## config.mk

```make
export PLATFORM = sky130hd
export DESIGN_NAME = mult_seq_ctrl
export DESIGN_NICKNAME = d
export VERILOG_FILES = /design/src/rtl/pkg_mult.sv /design/src/rtl/mult_shift_add_dp.sv /design/src/rtl/mult_seq_ctrl.sv
export SDC_FILE = /design/constraint.sdc
export NUM_CORES = 1
export LEC_CHECK = 0
export BUFFER_PORTS_ARGS = -buffer_cell sky130_fd_sc_hd__buf_2
export CAP_MARGIN = 20
export CORE_MARGIN = 2
export CORE_UTILIZATION = 59
export DETAILED_ROUTE_END_ITERATION = 6
export HOLD_SLACK_MARGIN = 0.06
export PLACE_DENSITY = 0.8
export SETUP_SLACK_MARGIN = 0.4
export SLEW_MARGIN = 20
export SYNTH_ARGS = -nofsm -noshare
export SYNTH_HDL_FRONTEND = slang
export SYNTH_HIERARCHICAL = 1
export SYNTH_SLANG_ARGS = --single-unit
```

## constraint.sdc

```tcl
create_clock -name i_clk -period 3.28 [get_ports i_clk]
set_input_delay 0.656 -clock i_clk [delete_from_list [all_inputs] [get_ports i_clk]]
set_output_delay 0.656 -clock i_clk [all_outputs]
set_load 0.02 [all_outputs]
```

## src/rtl/pkg_mult.sv

```systemverilog
// Shared types for the sequential shift-add multiplier: FSM encoding,
// operand/product widths and the datapath register bundle.
package pkg_mult;

  // Operand width of the multiplier. The top-level WIDTH parameter defaults
  // to this value and must stay equal to it, because the packed types below
  // are sized from it.
  localparam int DATA_W = 8;

  typedef logic [DATA_W-1:0]   data_t;
  typedef logic [2*DATA_W-1:0] product_t;

  typedef enum logic [1:0] {
    IDLE = 2'd0,
    LOAD = 2'd1,
    CALC = 2'd2,
    DONE = 2'd3
  } mult_state_t;

  // Working registers of the shift-add loop:
  // a - shifted multiplicand, b - remaining multiplier bits, p - partial sum.
  typedef struct packed {
    product_t a;
    data_t    b;
    product_t p;
  } dp_regs_t;

  // Zero-extend an operand to product width.
  function automatic product_t widen(input data_t x);
    return {{DATA_W{1'b0}}, x};
  endfunction

endpackage

```

## src/rtl/mult_shift_add_dp.sv

```systemverilog
// Shift-add datapath: holds the multiplicand/multiplier/partial-product
// registers and performs one load or one iteration per cycle on command.
module mult_shift_add_dp
  import pkg_mult::*;
(
  input  logic     i_clk,
  input  logic     i_rst,
  input  logic     i_ctrl_load,
  input  logic     i_ctrl_step,
  input  data_t    i_multiplier,
  input  data_t    i_multiplicand,
  output product_t o_p_next
);

  dp_regs_t regs_q;
  dp_regs_t regs_d;
  product_t addend;

  // Partial product after the current iteration; the controller captures
  // this on the final step so the result is visible alongside o_done.
  assign addend   = regs_q.b[0] ? regs_q.a : '0;
  assign o_p_next = regs_q.p + addend;

  // Next-state of the working registers: load has priority over step.
  always_comb begin
    // NOTE: every combinational output gets a default first, otherwise a
    // path that skips the assignment infers a latch.
    regs_d = regs_q;
    if (i_ctrl_load) begin
      regs_d.a = widen(i_multiplicand);
      regs_d.b = i_multiplier;
      regs_d.p = '0;
    end else if (i_ctrl_step) begin
      regs_d.p = o_p_next;
      regs_d.a = regs_q.a << 1;
      regs_d.b = regs_q.b >> 1;
    end
  end

  // Working registers with synchronous active-low clear.
  always_ff @(posedge i_clk) begin
    // NOTE: sequential state uses non-blocking assignments so every
    // register samples the pre-edge values regardless of statement order.
    if (!i_rst) begin
      regs_q <= '0;
    end else begin
      regs_q <= regs_d;
    end
  end

endmodule

```

## src/rtl/mult_seq_ctrl.sv

```systemverilog
// Sequencing controller for the unsigned shift-add multiplier: start edge
// detection, IDLE/LOAD/CALC/DONE FSM, iteration counter and registered
// product/busy/done outputs.
module mult_seq_ctrl
  import pkg_mult::*;
#(
  parameter int WIDTH = DATA_W
) (
  input  logic               i_clk,
  input  logic               i_rst,
  input  logic               i_start,
  input  logic [WIDTH-1:0]   i_multiplier,
  input  logic [WIDTH-1:0]   i_multiplicand,
  output logic [2*WIDTH-1:0] o_product,
  output logic               o_busy,
  output logic               o_done
);

  localparam int CNT_W = $clog2(WIDTH + 1);

  mult_state_t        state_q, state_d;
  logic [CNT_W-1:0]   cnt_q, cnt_d;
  logic               start_hist_q;
  logic [2*WIDTH-1:0] product_q, product_d;
  logic               busy_q, busy_d;
  logic               done_q, done_d;

  logic               start_pulse;
  logic               last_iter;
  logic               ctrl_load;
  logic               ctrl_step;
  product_t           dp_p_next;

  // Rising edge of the start button; the history register resets to 1 so a
  // button held through reset cannot launch an operation.
  assign start_pulse = i_start & ~start_hist_q;
  assign last_iter   = (cnt_q == CNT_W'(WIDTH - 1));

  mult_shift_add_dp u_dp (
    .i_clk          (i_clk),
    .i_rst          (i_rst),
    .i_ctrl_load    (ctrl_load),
    .i_ctrl_step    (ctrl_step),
    .i_multiplier   (i_multiplier),
    .i_multiplicand (i_multiplicand),
    .o_p_next       (dp_p_next)
  );

  // FSM next state, counter, datapath commands and output next values.
  always_comb begin
    state_d   = state_q;
    cnt_d     = cnt_q;
    product_d = product_q;
    ctrl_load = 1'b0;
    ctrl_step = 1'b0;
    unique case (state_q)
      IDLE: begin
        if (start_pulse) state_d = LOAD;
      end
      LOAD: begin
        ctrl_load = 1'b1;
        cnt_d     = '0;
        state_d   = CALC;
      end
      CALC: begin
        ctrl_step = 1'b1;
        cnt_d     = cnt_q + CNT_W'(1);
        if (last_iter) begin
          // Capture the final sum now so o_product and o_done appear together.
          product_d = dp_p_next;
          state_d   = DONE;
        end
      end
      DONE: begin
        state_d = IDLE;
      end
      default: begin
        state_d = IDLE;
      end
    endcase
    busy_d = (state_d == LOAD) || (state_d == CALC);
    done_d = (state_d == DONE);
  end

  // Control and output registers with synchronous active-low reset.
  always_ff @(posedge i_clk) begin
    if (!i_rst) begin
      state_q      <= IDLE;
      cnt_q        <= '0;
      start_hist_q <= 1'b1;
      product_q    <= '0;
      busy_q       <= 1'b0;
      done_q       <= 1'b0;
    end else begin
      state_q      <= state_d;
      cnt_q        <= cnt_d;
      start_hist_q <= i_start;
      product_q    <= product_d;
      busy_q       <= busy_d;
      done_q       <= done_d;
    end
  end

  assign o_product = product_q;
  assign o_busy    = busy_q;
  assign o_done    = done_q;

endmodule

```

# Word level (Yosys, flattened, before mapping)
# Index checks and enable logic that the tools add are counted.
[op_classes]
n_addsub = 2
n_eq_ne = 7
muxes = 9
bitwise = 3
reduce_logical = 6
[op_table]
columns = ["cell", "count"]
rows = [
  ["$mux 32", 2],
  ["$add 16x16->16", 1],
  ["$mux 16", 1],
  ["$eq 2x2->1 const B", 4],
  ["$pmux 2 s4", 1],
  ["$pmux 4 s2", 1],
  ["$add 4x1->4 const B", 1],
  ["$eq 2x1->1 const B", 2],
  ["$eq 4x3->1 const B", 1],
  ["$mux 2", 2],
  ["$reduce_bool 2->1", 2],
  ["$logic_not 2->1", 1],
  ["$mux 1", 2],
  ["$not 1->1", 2],
  ["$reduce_and 2->1", 1],
  ["$reduce_or 2->1", 1],
  ["$and 1x1->1", 1],
  ["$logic_or 1x1->1", 1],
]
[totals]
register_bits = 65
input_bits = 19
out_inout_bits = 18
wordCells = 37

# Depth between registers and ports, before layout
[logic_depth]
ltp_word = 6
mapped_depth = 11
mapped_depth_nobuf = 10

# Cells and area by module
# The synthesis kept the hierarchy.
[by_module_without_submodules]
columns = ["mod", "instances", "cells_per_inst", "area_each_um2"]
rows = [
  ["mult_shift_add_dp", 1, 320, 2658.8],
  ["mult_seq_ctrl", 1, 110, 1074.8],
]

# Least setup slack after synthesis
# Ideal clock, no wire load.
[synth_timing]
path_kind = "flip-flop to flip-flop"
startpoint = "register u_dp/regs_q[16] (netlist bit)"
endpoint = "register u_dp/regs_q[8] (netlist bit)"
t_arrival_ps = 2215
path_slack_ps = 948
stages_incl_launch_ff = 10
n_path_buf = 1
cell_sequence = "dfxtp_1 clkbuf_1 and2_1 ha_1 fa_1 a21oi_1 o211ai_2 a41oi_1 mux2i_1 a31o_2"
[synth_via]
elab_chain_cells = 2
[synth_lines]
columns = ["item", "line", "text"]
rows = [
  ["start: declaration", "mult_shift_add_dp.sv:15", "dp_regs_t regs_q;"],
  ["start signal: assignment", "mult_shift_add_dp.sv:47", "regs_q <= regs_d;"],
  ["$mux 16", "mult_shift_add_dp.sv:21", "assign addend = regs_q.b[0] ? regs_q.a : '0;"],
  ["$add 16x16->16", "mult_shift_add_dp.sv:22", "assign o_p_next = regs_q.p + addend;"],
]
# No other way between the ends.
# A chain may end at the register's enable or synchronous reset.

# Final worst setup path
[layout_timing]
startpoint = "register u_dp/regs_q[16] (netlist bit)"
endpoint = "register product_q[15] (netlist: o_product[15])"
[layout_via]
elab_chain_cells = 2
[layout_lines]
columns = ["item", "line", "text"]
rows = [
  ["$mux 16", "mult_shift_add_dp.sv:21", ""],
  ["$add 16x16->16", "mult_shift_add_dp.sv:22", ""],
  ["named net dp_p_next[15]", "mult_seq_ctrl.sv:32", "product_t dp_p_next;"],
  ["end signal: assignment", "mult_seq_ctrl.sv:98", "product_q <= product_d;"],
  ["end: declaration", "mult_seq_ctrl.sv:24", "logic [2*WIDTH-1:0] product_q, product_d;"],
]
# The timed path passes the listed nets, and every way through them passes these cells.

==> results.py <==
metrics = {
    "synthesis": {
        "yosysWarnings": 6,
        "synth-simple-area-share_pct": 24.6,
        "ys_seq_elements": 65,
        "yosys_most_used_dff": "dfxtp_1",
        "ys_types": 57,
        "netlist_instances": 430,
        "avgSynthCellArea_um2": 8.68,
        "synth_compound_area_share_pct": 18.4,
        "syn-cell-area_um2": 3730,
        "synth_top_family_by_area": "simple AND/OR/NAND/NOR gates",
        "synth.area.mux_share_pct": 7.51,
        "ys_seq_area_share_pct": 34.9,
        "synth_nets": 470,
        "ys_async_sr_fraction_pct": 0,
        "synth_edf_count": 0,
        "synth-xor-area-share_pct": 3.05,
        "synthAdderAreaFrac_pct": 7.24,
    },
    "critical_path": {
        "cp_max_fo": 17,
        "reg2reg_setup_slack_ns": 0.67,
        "path_delay_family": "compound AO/OA/AOI/OAI gates",
        "crit_chain": "and2_1 -> ha_1 -> a21oi_1 -> o21ai_0 -> a41oi_1 -> nand3_1 -> xnor2_1 -> nand2_1 -> a21boi_2",
        "endpoint_kind": "flip-flop",
        "startpoint_type": "flip-flop",
        "critPathArrivalTime_ns": 2.90,
        "slowest_stage": "dfxtp_1",
        "path_buf_inv": 0,
        "max_stage_delay_ns": 0.58,
        "crit_required_ns": 3.57,
        "criticalPathCategory": "reg -> reg",
    },
    "floorplanning": {
        "start_util_pct": 62.0,
        "die-area_um2": 6980,
        "io_pins": 37,
        "die_h_um": 83.6,
        "die_x_um": 83.6,
        "rows": 28,
        "fp.coreArea_um2": 6030,
    },
    "sta": {
        "clock_skew_ns": 0.00741,
        "period_minus_slack_ns": 2.61,
        "hold_viol": 0,
        "max_freq_mhz": 383,
        "finalCritPeriodShare_pct": 79.5,
        "drv_slew": 0,
        "fin_setup_tns_ns": 0,
        "setup_viol": 0,
        "rsz0062_at_grt": "false",
        "tightest_slew_ns": 0.668,
        "max-slew-margin-rel_pct": 55.4,
    },
    "flow_run": {
        "max_cap_violations": 0,
    },
    "placement": {
        "dp_hpwl_um": 5950,
        "place_congestion": 0.942,
        "io_buffers": 36,
    },
    "pwr": {
        "finalPower_mw": 1.63,
        "p_int_mw": 1.21,
        "leakage_nw": 1.69,
        "switchingPower_mw": 0.419,
        "clkPwrFrac_pct": 42.5,
        "power_per_cell_area_nw_per_um2": 397,
        "ir_drop_uv": 414,
        "netSwitchingFraction_pct": 25.7,
        "power_frac_seq_pct": 49.8,
        "p_comb_share_pct": 7.7,
    },
    "global_routing": {
        "grt_pass1_vias": 3035,
        "groute.usage.overall_pct": 24.8,
        "grt_max_degree": 43,
        "overflow": 0,
        "grt_pass1_wl_um": 14200,
        "antenna_found_initial": 0,
    },
    "clock_network": {
        "cts_resized": 0,
        "postCtsSetupBuffers": 0,
        "clk_pin_slew_ns": 0.08,
        "clk_latency_ns": 0.35,
        "htree_num_levels": 3,
        "clockBufferDepth": 2,
        "cts_sinks": 65,
        "tritoncts": "done",
        "cts-buffers-inserted": 9,
        "root_buffer": "clkbuf_8",
        "hold_buffers": 0,
    },
    "route": {
        "wire_per_inst_um": 15.6,
        "vias_per_cell": 5.92,
        "num_vias": 3180,
        "drt-initial-drc-count": 277,
        "finalWirelength_um": 8360,
        "drc": 0,
        "first_pass_iters": 5,
        "ant_nets": 0,
    },
    "finish": {
        "drive_above_1_share_pct": 18.0,
        "num-nets-final": 497,
        "synthToLayoutAreaGrowth_pct": 10.2,
        "n_antenna_cell": 0,
    },
    "run_status": {
        "run_status": "complete, no violations",
    },
    "worst_hold_path": {
        "hp-class": "reg -> reg",
    },
}
==> per-stage QoR <==
stage	hold slack, ns	instances	setup WS (ns)	util [%]	cell area [um^2]
after floorplan	0.432	430	0.948	-	3730
after global placement	0.449	521	0.845	64.9	3910
after detailed placement	0.458	521	0.716	64.9	3910
after CTS	0.471	537	0.699	68.3	4110
after global routing	0.500	537	0.475	68.3	4110
final	0.466	537	0.671	68.3	4110
==> path summary, 6_finish.rpt <==
| kind | start | end | cells past startpoint |
|---|---|---|---|
| setup / recovery | u_dp/regs_q[16]$_SDFFE_PN0P_ | o_product[15]$_SDFFE_PN0P_ | 9 |
| hold / removal | o_product[3]$_SDFFE_PN0P_ | o_product[3]$_SDFFE_PN0P_ | 2 |
| setup reg to reg | u_dp/regs_q[16]$_SDFFE_PN0P_ | o_product[15]$_SDFFE_PN0P_ | 9 |
| hold reg to reg | o_product[3]$_SDFFE_PN0P_ | o_product[3]$_SDFFE_PN0P_ | 2 |
==> synthesized netlist by cell type, types with 5 or more instances <==
library cell,instances,area (um^2)
a21boi_0,9,67.6
a21boi_2,10,113
a21o_1,5,37.5
a21oi_1,14,70.1
and2_1,39,244
buf_2,8,40.0
clkbuf_1,14,52.6
dfxtp_1,65,1300
ha_1,20,250
inv_1,6,22.5
mux2i_1,28,280
nand2_1,62,233
nand3_1,19,95.1
nand4_1,5,31.3
nor2_1,18,67.6
nor3_1,5,25.0
o21ai_0,23,115
xnor2_1,7,61.3
xor2_1,6,52.6
==> per-layer routing <==
layer	up-vias	track usage (%)	wire length, um
met3	9	6.03	548
li1	1562	-	-
met2	119	41.3	3900
met1	1490	32.6	3850
met4	0	6.01	74
met5	-	0	0
==> tightest hold or removal path, cell delays in order, from the launching register on <==
cell,delay (ns)
dfxtp_1,0.31
nand2_1,0.04
a21boi_0,0.06
==> area by class of cell <==
class,instances,area (um^2)
fill,482,1910
clock buffer,9,124
timing repair buffer,42,225
sequential,65,1300
clock inverter,7,76.3
tap,75,93.8
multi-input combinational,333,2270
inverter,6,22.5
==> sequential cells by signal (all words and copies together) (netlist names) <==
signal        flops
cnt_q             4
o_product        16
start_hist_q      1
o_busy            1
u_dp/regs_q      40
o_done            1
state_q           2
==> logic make-up (layout without fill, tap and decap cells) <==
logic type,after synthesis,count (layout)
buffers and inverters,32,64
AO/OA/AOI/OAI,93,93
XOR/XNOR,13,13
adder cells (fa/ha/maj),21,21
AND/OR/NAND/NOR,178,178
multiplexers,28,28
flip-flops,65,65
==> power groups by stage <==
stage / combinational (mW) / clock, mW / sequential (mW)
floorplan: 0.0874 / 0 / 0.830
global placement: 0.120 / 0 / 0.830
detailed placement: 0.124 / 0 / 0.831
CTS: 0.124 / 0.707 / 0.813
global route: 0.139 / 0.740 / 0.814
finish: 0.125 / 0.694 / 0.813
==> placed cells by master (no fill, tap or decap), types with 14 or more instances in the layout <==
master,synthesis,final
mux2i_1,28,28
nand2_1,62,62
nor2_1,18,18
ha_1,20,19
nand3_1,19,19
dfxtp_1,65,65
buf_2,8,36
and2_1,39,39
o21ai_0,23,23
a21oi_1,14,14
(Power assumes the default switching activity.)
